$ cat src/rtl/one_hot_pkg.sv
// Shared types and helpers for the one-hot stream encoder.
package one_hot_pkg;

  // Widest one-hot word the helper functions accept
  localparam int unsigned OH_MAX_N     = 64;
  localparam int unsigned OH_MAX_IDX_W = 6;
  localparam int unsigned OH_CNT_W     = 7;

  // Skid FIFO depth
  localparam int unsigned OH_FIFO_DEPTH = 2;

  // Default configuration, shared with one_hot_decoder benches
  localparam int unsigned OH_N     = 8;
  localparam int unsigned OH_IDX_W = 3;

  typedef struct packed {
    logic [OH_IDX_W-1:0] idx;
    logic                err;
  } oh_word_t;

  // Number of set bits in a (zero-extended) word
  function automatic logic [OH_CNT_W-1:0] popcount(input logic [OH_MAX_N-1:0] v);
    logic [OH_CNT_W-1:0] sum;
    sum = '0;
    for (int i = 0; i < int'(OH_MAX_N); i++) begin
      sum = sum + OH_CNT_W'(v[i]);
    end
    return sum;
  endfunction

  // Index of the lowest set bit, 0 when no bit is set
  function automatic logic [OH_MAX_IDX_W-1:0] lsb_index(input logic [OH_MAX_N-1:0] v);
    logic [OH_MAX_IDX_W-1:0] idx;
    idx = '0;
    for (int i = int'(OH_MAX_N) - 1; i >= 0; i--) begin
      if (v[i]) idx = OH_MAX_IDX_W'(i);
    end
    return idx;
  endfunction

endpackage

$ cat src/rtl/onehot_skid_fifo2.sv
// Two-entry registered FIFO; in_ready depends only on registered occupancy.
module onehot_skid_fifo2
  import one_hot_pkg::*;
#(
  parameter int unsigned W = 4
) (
  input  logic         clk,
  input  logic         rst,
  input  logic         in_valid,
  output logic         in_ready,
  input  logic [W-1:0] in_data,
  output logic         out_valid,
  input  logic         out_ready,
  output logic [W-1:0] out_data
);

  localparam int unsigned CNT_W = $clog2(OH_FIFO_DEPTH + 1);

  logic [W-1:0]     mem_q [OH_FIFO_DEPTH];
  logic             wr_ptr_q;
  logic             rd_ptr_q;
  logic [CNT_W-1:0] count_q;
  logic [CNT_W-1:0] count_d;
  logic             in_ready_q;
  logic             out_valid_q;
  logic             push;
  logic             pop;

  assign push = in_valid & in_ready_q;
  assign pop  = out_valid_q & out_ready;

  // Next occupancy from the handshakes on both sides
  always_comb begin
    count_d = count_q;
    if (push && !pop) begin
      count_d = count_q + CNT_W'(1);
    end else if (pop && !push) begin
      count_d = count_q - CNT_W'(1);
    end
  end

  // Storage, pointers and registered flow-control flags
  always_ff @(posedge clk) begin
    if (rst) begin
      count_q     <= '0;
      wr_ptr_q    <= 1'b0;
      rd_ptr_q    <= 1'b0;
      in_ready_q  <= 1'b0;
      out_valid_q <= 1'b0;
      for (int i = 0; i < int'(OH_FIFO_DEPTH); i++) begin
        mem_q[i] <= '0;
      end
    end else begin
      count_q     <= count_d;
      in_ready_q  <= (count_d != CNT_W'(OH_FIFO_DEPTH));
      out_valid_q <= (count_d != '0);
      if (push) begin
        mem_q[wr_ptr_q] <= in_data;
        wr_ptr_q        <= ~wr_ptr_q;
      end
      if (pop) begin
        rd_ptr_q <= ~rd_ptr_q;
      end
    end
  end

  assign in_ready  = in_ready_q;
  assign out_valid = out_valid_q;
  assign out_data  = mem_q[rd_ptr_q];

endmodule

$ cat src/rtl/one_hot_stream_encoder.sv
// Streaming one-hot to binary encoder with per-word validity flag and error counter.
module one_hot_stream_encoder
  import one_hot_pkg::*;
#(
  parameter int unsigned N         = 8,
  parameter int unsigned IDX_W     = $clog2(N),
  parameter int unsigned ERR_CNT_W = 8
) (
  input  logic                 clk,
  input  logic                 rst,
  input  logic                 in_valid,
  output logic                 in_ready,
  input  logic [N-1:0]         in_onehot,
  output logic                 out_valid,
  input  logic                 out_ready,
  output logic [IDX_W-1:0]     out_idx,
  output logic                 out_err,
  output logic [ERR_CNT_W-1:0] err_count,
  input  logic                 clr_err
);

  localparam int unsigned PAY_W = IDX_W + 1;
  localparam logic [ERR_CNT_W-1:0] ERR_MAX = '1;

  logic [IDX_W-1:0]     enc_idx;
  logic                 enc_err;
  logic [PAY_W-1:0]     enc_word;
  logic [PAY_W-1:0]     fifo_word;
  logic                 err_accept;
  logic [ERR_CNT_W-1:0] err_cnt_q;
  logic [ERR_CNT_W-1:0] err_cnt_d;

  // Encode the incoming word ahead of the buffer
  always_comb begin
    enc_idx = IDX_W'(lsb_index(OH_MAX_N'(in_onehot)));
    enc_err = (popcount(OH_MAX_N'(in_onehot)) != OH_CNT_W'(1));
  end

  assign enc_word = {enc_idx, enc_err};

  onehot_skid_fifo2 #(
    .W(PAY_W)
  ) u_fifo (
    .clk      (clk),
    .rst      (rst),
    .in_valid (in_valid),
    .in_ready (in_ready),
    .in_data  (enc_word),
    .out_valid(out_valid),
    .out_ready(out_ready),
    .out_data (fifo_word)
  );

  assign out_idx = fifo_word[PAY_W-1:1];
  assign out_err = fifo_word[0];

  assign err_accept = in_valid & in_ready & enc_err;

  // Saturating error count; a clear never swallows a same-cycle error
  always_comb begin
    err_cnt_d = err_cnt_q;
    if (clr_err) begin
      err_cnt_d = ERR_CNT_W'(err_accept);
    end else if (err_accept && (err_cnt_q != ERR_MAX)) begin
      err_cnt_d = err_cnt_q + ERR_CNT_W'(1);
    end
  end

  // Error counter register
  always_ff @(posedge clk) begin
    if (rst) begin
      err_cnt_q <= '0;
    end else begin
      err_cnt_q <= err_cnt_d;
    end
  end

  assign err_count = err_cnt_q;

endmodule

$ cat config.mk
export PLATFORM = sky130hd
export DESIGN_NAME = one_hot_stream_encoder
export DESIGN_NICKNAME = d
export VERILOG_FILES = /design/src/rtl/one_hot_pkg.sv /design/src/rtl/onehot_skid_fifo2.sv /design/src/rtl/one_hot_stream_encoder.sv
export SDC_FILE = /design/constraint.sdc
export NUM_CORES = 1
export LEC_CHECK = 0
export ABC_AREA = 1
export CAP_MARGIN = 0
export CORE_MARGIN = 3
export CORE_UTILIZATION = 55
export CTS_CLUSTER_DIAMETER = 30
export CTS_CLUSTER_SIZE = 14
export DETAILED_ROUTE_END_ITERATION = 16
export PLACE_DENSITY = 0.9
export SLEW_MARGIN = 20
export SYNTH_ARGS = -nofsm -noshare
export SYNTH_HDL_FRONTEND = slang
export SYNTH_HIERARCHICAL = 1
export SYNTH_SLANG_ARGS = --single-unit
$ cat constraint.sdc
create_clock -name clk -period 7.46 [get_ports clk]
set_input_delay 2.238 -clock clk [delete_from_list [all_inputs] [get_ports clk]]
set_output_delay 2.238 -clock clk [all_outputs]
set_load 0.03 [all_outputs]
After elaboration in Yosys (flattened, before gate mapping). Memory sizes are Yosys's and may differ from the RTL's. A register that Yosys moved wholly into a read port is not among the register bits. Index checks and enable logic that the tools add are counted. W data, S select, Z words.

Memory bits (writable): 8. Bits in read-only memories: 0. Output and inout bits: 14. Memories: 1. Latch bits: 0. Flip-flop bits (word level): 14.

Memory list: u_fifo.mem_q (words 2, bits a word 4, rd ports 1, clocked after memory_dff 1, wr ports 2, line onehot_skid_fifo2.sv:19) `logic [W-1:0] mem_q [OH_FIFO_DEPTH];`.

Mux-type cells: 22. Multiply operators: 0. Shift operators: 0. Bitwise operators: 5. Equality and inequality tests: 3. $add $sub $neg: 10. Magnitude comparators: 0. Reduce and logical (&&, ||, !) cells: 9. Div/mod/pow operators: 0.

Operators with widths (count): $mux W3 (8); $mux W1 (11); $add A8 B1 Y8 const B (1); $ne A8 B8 Y1 const B (1); $add A6 B1 Y7 (1); $add A7 B1 Y7 (1); $ne A7 B1 Y1 const B (1); $add A5 B1 Y6 (1); $add A4 B1 Y5 (1); $add A3 B1 Y4 (1); $mux W2 (2); $mux W4 (1); $reduce_bool A2 Y1 (2); $reduce_or A4 Y1 (1); $add A2 B1 Y3 (1); $and A1 B1 Y1 (3); $logic_and A1 B1 Y1 (3); $add A1 B1 Y2 (1); $add A2 B1 Y2 const B (1); $logic_not A1 Y1 (2); $ne A2 B2 Y1 const B (1); $not A1 Y1 (2); $reduce_or A2 Y1 (1); $sub A2 B1 Y2 const B (1).

Logic depth before layout (Yosys ltp).
Depth after elaboration: 12. Mapped depth: 16.

Modules after synthesis. Netlist, hierarchy kept.

By module, submodules not included: one_hot_stream_encoder (area an instance 765.7 µm², sequential area each 160.2 µm², times used 1, cells an instance 116); onehot_skid_fifo2 (area an instance 655.6 µm², sequential area each 380.4 µm², times used 1, cells an instance 71).

Worst setup path before layout. OpenSTA, ideal clock, no wires.

Kind: input port to flip-flop. Start: in in_onehot[0]. End: mem u_fifo.mem_q[1][0], data pin. Library setup time: 0.257 ns. Path buffers: 0. Setup slack: 2.367 ns. Arrival: 4.836 ns. Stages on the path: 13. Data required time: 7.203 ns. Cells stage by stage: inv_1 -> fa_1 -> fa_1 -> fa_1 -> inv_1 -> ha_1 -> inv_1 -> fa_1 -> nand2_1 -> nor2_1 -> nand2_1 -> inv_1 -> nor2_1.

RTL lines: from (decl) (line one_hot_stream_encoder.sv:13) `input logic [N-1:0] in_onehot,`; to (decl) (line onehot_skid_fifo2.sv:19).

Worst setup path after layout.
Start: in in_onehot[0]. End: reg err_cnt_q[3], in the netlist err_count[3].

Cells in the longest elaborated chain, start to end: 10.

Ends and longest elaborated chain: $add A1 B1 Y2 (line one_hot_pkg.sv:26) `sum = sum + OH_CNT_W'(v[i]);`; $add A2 B1 Y3 (line one_hot_pkg.sv:26); $add A3 B1 Y4 (line one_hot_pkg.sv:26); $add A4 B1 Y5 (line one_hot_pkg.sv:26); $add A5 B1 Y6 (line one_hot_pkg.sv:26); $add A6 B1 Y7 (line one_hot_pkg.sv:26); $add A7 B1 Y7 (line one_hot_pkg.sv:26); $ne A7 B1 Y1 (line one_hot_stream_encoder.sv:36) `enc_err = (popcount(OH_MAX_N'(in_onehot)) != OH_CNT_W'(1));`; $and A1 B1 Y1 (line one_hot_stream_encoder.sv:57) `assign err_accept = in_valid & in_ready & enc_err;`; $logic_and A1 B1 Y1 (line one_hot_stream_encoder.sv:64) `end else if (err_accept && (err_cnt_q != ERR_MAX)) begin`; to (signal assigned) (line one_hot_stream_encoder.sv:74) `err_cnt_q <= err_cnt_d;`; to (decl) (line one_hot_stream_encoder.sv:30) `logic [ERR_CNT_W-1:0] err_cnt_q;`.

No other way between the ends. A chain may end at the register's enable or synchronous reset.

==> metrics <==
gr usage total 0.209; Die Ht 56.8 um; post-CTS resize count 0; Layout area overhead 22.6%; CP delay by family, top adder cells; CTS tree done; sequential area share after synthesis 0.380; Syn Area/Cell 7.60 um^2; HP Start u_fifo/wr_ptr_q; Worst path max stage delay 0.55 ns; routed vias 1,297; residual antenna-violating net count after detailed routing 0; Peak supply drop 0.227 mV; CP max-delay cell fa_1; Worst Hold End u_fifo/wr_ptr_q; Crit Reg-Reg Startpoint err_count[0]; placed cell areas 1720 um^2; met3 WL 155 um; CP Launch Type input port; worst skew pair latency 0.31 ns; first-pass GRT wire length 5.35 mm; Mapped Cells 187; sw power 0.146 mW; First DRT Iteration DRCs 53; Setup CP Type input port to flip-flop; DR vias/cell 5.29; initial antenna violation count 0; FF-to-FF setup slack 5.98 ns; Layout Cells excl Fill 245; die area 3230 um^2; Finished Core Util 0.745; Critical R2R Capture err_count[3]; top routing layer in use met4; GPL Wtd Cong 0.821; max_slew headroom 0.763; wl on met1 1.22 mm; clock tree buffer depth 2; CTS Buf Count 3; mapped cell area 1420 um^2; IO buf count 26; DP Cell Count 241; Netlist cell types 24; DRC viols 0; Flop pwr share 0.430; Clk pwr share 0.151; Internal 0.232 mW; CP most frequent cell fa_1; Sw Share 0.386; vias in the first global route 1,232; Fin Setup TNS 0 ns; grt total ovfl 0; # setup viols final 0; drt pass-1 iters 4; Initial Util 0.607; Slew Viols, Final 0; r2r worst-path depth 7; arrival time worst endpoint 5.72 ns; Pwr per Cell Area 217 nW/um^2; worst path required time 7.70 ns; routed len/inst 12.4 um; post-layout instance area 1740 um^2; clock root cell clkbuf_4; Buf/Inv on CP 4; status complete, no violations; part of the power in combinational logic 0.420; measured slew at the worst slew-check pin 0.356 ns; CTS clk-pin slew, worst paths 0.12 ns; Max-cap violations 0; dpl hpwl 2.46 mm; Rows 17; RSZ-0062 raised after global routing false; nets@finish 239; CTS H-tree lvls 1; # clock sinks 23; pin count of the biggest net entering global routing 13; Inserted Diodes 0; crit end category flip-flop; WHS Path Cells 2; share of layout cells above drive strength 1 0.0968; Tcrit/Tclk final 0.734; synthesis-stage register bit count 23; met2 wire len 1.59 mm; core box area 2340 um^2; Worst Hold Class flip-flop to flip-flop; post-layout min period 5.48 ns; CP max FO 7; Filler cells 186; final hold violations 0; Yosys warnings 6; Syn Nets 208; Total Wirelength 3.03 mm; cts hold-fix bufs 0; post-CTS setup buffers 0; clk_skew 0.000881 ns; Die Wd 56.8 um; Ports 27; Fmax achieved 183 MHz; crit path cell chain clkdlybuf4s50_1 > inv_1 > fa_1 > fa_1 > fa_1 > inv_1 > ha_1 > inv_1 > fa_1 > nand2_1 > nor2_1 > a21oi_2 > nand3_1 > a21oi_1; Leak 0.777 nW
## registers in the layout, indices dropped and copies added, names as in the netlist, named ones only
signal / flops
u_fifo/rd_ptr_q: 1
u_fifo/count_q: 2
u_fifo/mem_q: 8
err_count: 8
u_fifo/out_valid: 1
u_fifo/wr_ptr_q: 1
u_fifo/in_ready: 1
## cell usage in the layout (no fill, tap or decap), drive strengths merged
cell type and n:
nand2 48, inv 35, clkdlybuf4s50 26, nand3 24
nor2 22, dfxtp 15, a21oi 10, edfxtp 8
xor2 4, fa 4, ha 4, mux2 4
clkbuf 4, o21ai 3, a31oi 1, nor3 1
nor4 1, o21bai 1, clkinv 1, nand4 1
## Yosys cell counts
cell      instances  area share
inv_1            31       0.082
nand3_1          20       0.070
nand4_1           1      0.0044
dfxtp_1          15        0.21
nand3_2           2       0.014
a21oi_2           1      0.0062
nand2_1          44        0.12
nor2_1           21       0.055
fa_1              4       0.056
o21bai_1          1      0.0053
nor3_1            1      0.0035
clkinv_1          1      0.0026
nor4_1            1      0.0044
nand3_4           2       0.025
inv_2             4       0.011
xor2_1            4       0.025
edfxtp_1          8        0.17
a31oi_1           1      0.0044
ha_1              4       0.035
mux2_2            4       0.032
nor2_4            1      0.0079
nand2_2           4       0.018
a21oi_1           9       0.032
o21ai_0           3       0.011
## power groups by stage
stage               combinational, mW  clock (mW)  sequential [mW]
floorplan                      0.0969           0            0.175
global placement                0.151           0            0.164
detailed placement              0.157           0            0.166
CTS                             0.158      0.0581            0.163
global route                    0.177      0.0647            0.165
finish                          0.159      0.0569            0.162
## worst reg2reg max path: cells and delay by family (launching register included)
kind / cells / cell delay (ns)
AND/OR/NAND/NOR: 5 / 0.58
AO/OA/AOI/OAI: 1 / 0.17
adder cells (fa/ha/maj): 1 / 0.22
flip-flops: 1 / 0.43
## per-layer routing
metal	track usage	up-vias
met5	0	-
met4	0.0762	0
met3	0.0483	6
met2	0.361	44
met1	0.253	591
li1	-	656
## area by class of cell
| cell class | count | area (um^2) | share of cell area |
|---|---|---|---|
| Multi-Input combinational cell | 128 | 746 | 0.428 |
| Tap cell | 28 | 35.0 | 0.0201 |
| Sequential cell | 23 | 541 | 0.310 |
| Timing Repair Buffer | 26 | 260 | 0.149 |
| Inverter | 36 | 135 | 0.0775 |
| Clock buffer | 4 | 26.3 | 0.0151 |
## through the flow
step	setup WS, ns	hold WS [ns]	total power [mW]
final	1.98	0.501	0.378
after global routing	1.83	0.533	0.407
after CTS	2.00	0.504	0.379
after detailed placement	1.67	0.484	0.322
after global placement	1.78	0.473	0.315
after floorplan	2.37	0.462	0.272
## worst max path at each step
| stage | endpoint | depth (start not counted) | slack [ns] | from |
|---|---|---|---|---|
| after floorplan | u_fifo/mem_q[1][0] | 13 | 2.37 | in_onehot[0] |
| after global placement | u_fifo/mem_q[1][0] | 14 | 1.78 | in_onehot[0] |
| after detailed placement | err_count[3] | 15 | 1.67 | in_onehot[0] |
| after CTS | err_count[3] | 15 | 2.00 | in_onehot[0] |
| after global routing | err_count[0] | 16 | 1.83 | in_onehot[0] |
| final | err_count[3] | 14 | 1.98 | in_onehot[0] |
## cells by family (layout without fill, tap and decap cells)
group,after synthesis,count (layout),share of synthesized area
AND/OR/NAND/NOR,97,97,0.319
buffers and inverters,36,66,0.0951
flip-flops,23,23,0.380
AO/OA/AOI/OAI,15,15,0.0581
adder cells (fa/ha/maj),8,8,0.0916
XOR/XNOR,4,4,0.0246
multiplexers,4,4,0.0317
Power figures use the tool's default switching activity.
==> RTL edit: new RTL, same flow settings <==
Put one more register stage on the output `err_count`. The value now appears one clock later. The other outputs are not delayed to match.
--- a/src/rtl/one_hot_stream_encoder.sv
+++ b/src/rtl/one_hot_stream_encoder.sv
@@ -75,7 +75,9 @@
     end
   end
 
-  assign err_count = err_cnt_q;
+  always_ff @(posedge clk) begin
+    err_count <= err_cnt_q;
+  end
 
 endmodule
 
Function: changed (a bounded check fails within 4 cycles, from zero or initial values and one cycle with rst high).
==> RTL edit against the original RTL <==
Critical path depth up 1; synthesized cell count up 3.7%; sequential cell count up 8; global-route usage down 1.5 points; synthesized area up 10%; wire length down 6.3%; design area up 10%; critical path type unchanged; fmax up 1.5%; via count down 0.39%; total power up 20%; sequential power up 27%; setup slack better by 79 ps.
==> RTL edit: results (changes against the original RTL) <==
Critical path
  – Worst setup path endpoint: err_cnt_q[4]
  – Internal reg-to-reg setup slack: 6020 ps (+40 ps)
  – Worst-path fanout max: 8 (+1)
  – FF-to-FF Start: err_cnt_q[0]

Clock tree
  – Reg clk slew, reported paths: 90 ps (-30 ps)
  – Total clock buffers created by CTS: 5 (+2)
  – Worst-skew pair later-pin latency: 330 ps (+20 ps)

Yosys
  – Unique cell type count in the Yosys netlist: 25 (+4.2%)
  – Sequential-to-total area share from yosys stat: 0.446 (+0.0659)
  – Number of nets in the synthesized netlist: 215 (+3.4%)
  – Cell types with the largest area share after synthesis: sky130_fd_sc_hd__dfxtp_1 29%, sky130_fd_sc_hd__edfxtp_1 15%, sky130_fd_sc_hd__nand2_1 11%, sky130_fd_sc_hd__inv_1 6.9%, sky130_fd_sc_hd__nand3_1 6.1%
  – Ranking of synthesized cells by instance count: 45 x sky130_fd_sc_hd__nand2_1, 29 x sky130_fd_sc_hd__inv_1, 23 x sky130_fd_sc_hd__dfxtp_1, 21 x sky130_fd_sc_hd__nor2_1, 19 x sky130_fd_sc_hd__nand3_1

Routing
  – Wire length the detailed router placed on met1: 1280 µm (+5.2%)
  – Number of iterations in the first detailed-routing pass: 5 (+1)
  – WL met3: 139 µm (-10%)
  – Total length of routed met2 wires: 1360 µm (-15%)
  – Count of vias placed by the detailed router: 1,292 (-0.39%)
  – First DRT Iteration DRCs: 36 (-32%)

Status
  – Result of the run: finished, final reports clean

Place
  – Final HPWL DP: 2180 µm (-11%)
  – Worst-case setup slack after placement: 1710 ps (+41.4 ps)
  – Global placer's final weighted congestion: 0.827 (+0.80%)
  – Cells after DPL: 250 (+3.7%)

Global routing
  – Largest net degree at the start of global routing: 11 (-2)
  – First-pass GRT wire length: 5020 µm (-6.3%)
  – Overall track demand over capacity in global routing: 0.194 (-0.0151)

Power
  – Total leakage power: 0.000862 µW (+11%)
  – Peak supply drop: 241 µV (+6.6%)
  – Switch share: 0.358 (-0.0276)

Timing
  – Final period util: 0.723 (-0.0106)
  – Worst Clk Skew: 10.8 ps (+9.94 ps)

Finish
  – Share of final-layout standard cells stronger than drive strength 1: 0.118 (+0.0216)
RTL edit: cell types whose count changed after synthesis:
| cell | change |
|---|---|
| sky130_fd_sc_hd__inv_2 | +2 |
| sky130_fd_sc_hd__nand2_4 | +1 |
| sky130_fd_sc_hd__clkinv_1 | -1 |
| sky130_fd_sc_hd__nand2_1 | +1 |
| sky130_fd_sc_hd__o21ai_1 | +1 |
| sky130_fd_sc_hd__inv_1 | -2 |
| sky130_fd_sc_hd__nand3_4 | -1 |
| sky130_fd_sc_hd__nand3_1 | -1 |
| sky130_fd_sc_hd__o21ai_0 | -1 |
| sky130_fd_sc_hd__dfxtp_1 | +8 |
RTL edit: layout make-up:
class                           count  area, µm²
Tap cell                           30       37.5
Clock inverter                      2       12.5
Sequential cell                    31        701
Timing Repair Buffer               26        260
Multi-Input combinational cell    128        738
Clock buffer                        6       41.3
Inverter                           35        131
Fill cell                         211        668
RTL edit: power by group through the flow:
stage / registers, µW / logic (µW) / clock network (µW)
2_1_floorplan: 220 / 97.6 / 0
3_3_place_gp: 210 / 152 / 0
3_5_place_dp: 211 / 156 / 0
4_1_cts: 207 / 158 / 93.2
5_1_grt: 209 / 176 / 100
6_report: 206 / 158 / 90.7
RTL edit: per-layer routing:
| layer | vias to the layer above | global-route usage |
|---|---|---|
| met4 | 0 | 0.0874 |
| met2 | 24 | 0.310 |
| met3 | 8 | 0.0545 |
| met5 | - | 0 |
| li1 | 678 | - |
| met1 | 582 | 0.243 |
RTL edit: critical path: cells and delay by family:
kind	cells	cell delay (ps)
adder cells (fa/ha/maj)	5	2040
buffers and inverters	4	660
AND/OR/NAND/NOR	5	560
AO/OA/AOI/OAI	1	150
RTL edit: cells by family (layout without fill, tap and decap cells):
group           Yosys count  after routing  synth area share
compound gates           15             15            0.0526
xor+xnor                  4              4            0.0223
fa+ha+maj                 8              8            0.0829
buf+inv                  35             69            0.0837
flops                    31             31             0.446
mux                       4              4            0.0287
simple gates             97             97             0.284
RTL edit: worst min path at each step:
| stage | cells past startpoint | from | slack (ps) | to |
|---|---|---|---|---|
| detailed placement | 0 | err_cnt_q[3] | 400 | err_count[3] |
| global route | 0 | err_cnt_q[7] | 430 | err_count[7] |
| floorplan | 0 | err_cnt_q[7] | 380 | err_count[7] |
| global placement | 0 | err_cnt_q[7] | 390 | err_count[7] |
| CTS | 0 | err_cnt_q[3] | 410 | err_count[3] |
| finish | 0 | err_cnt_q[3] | 410 | err_count[3] |
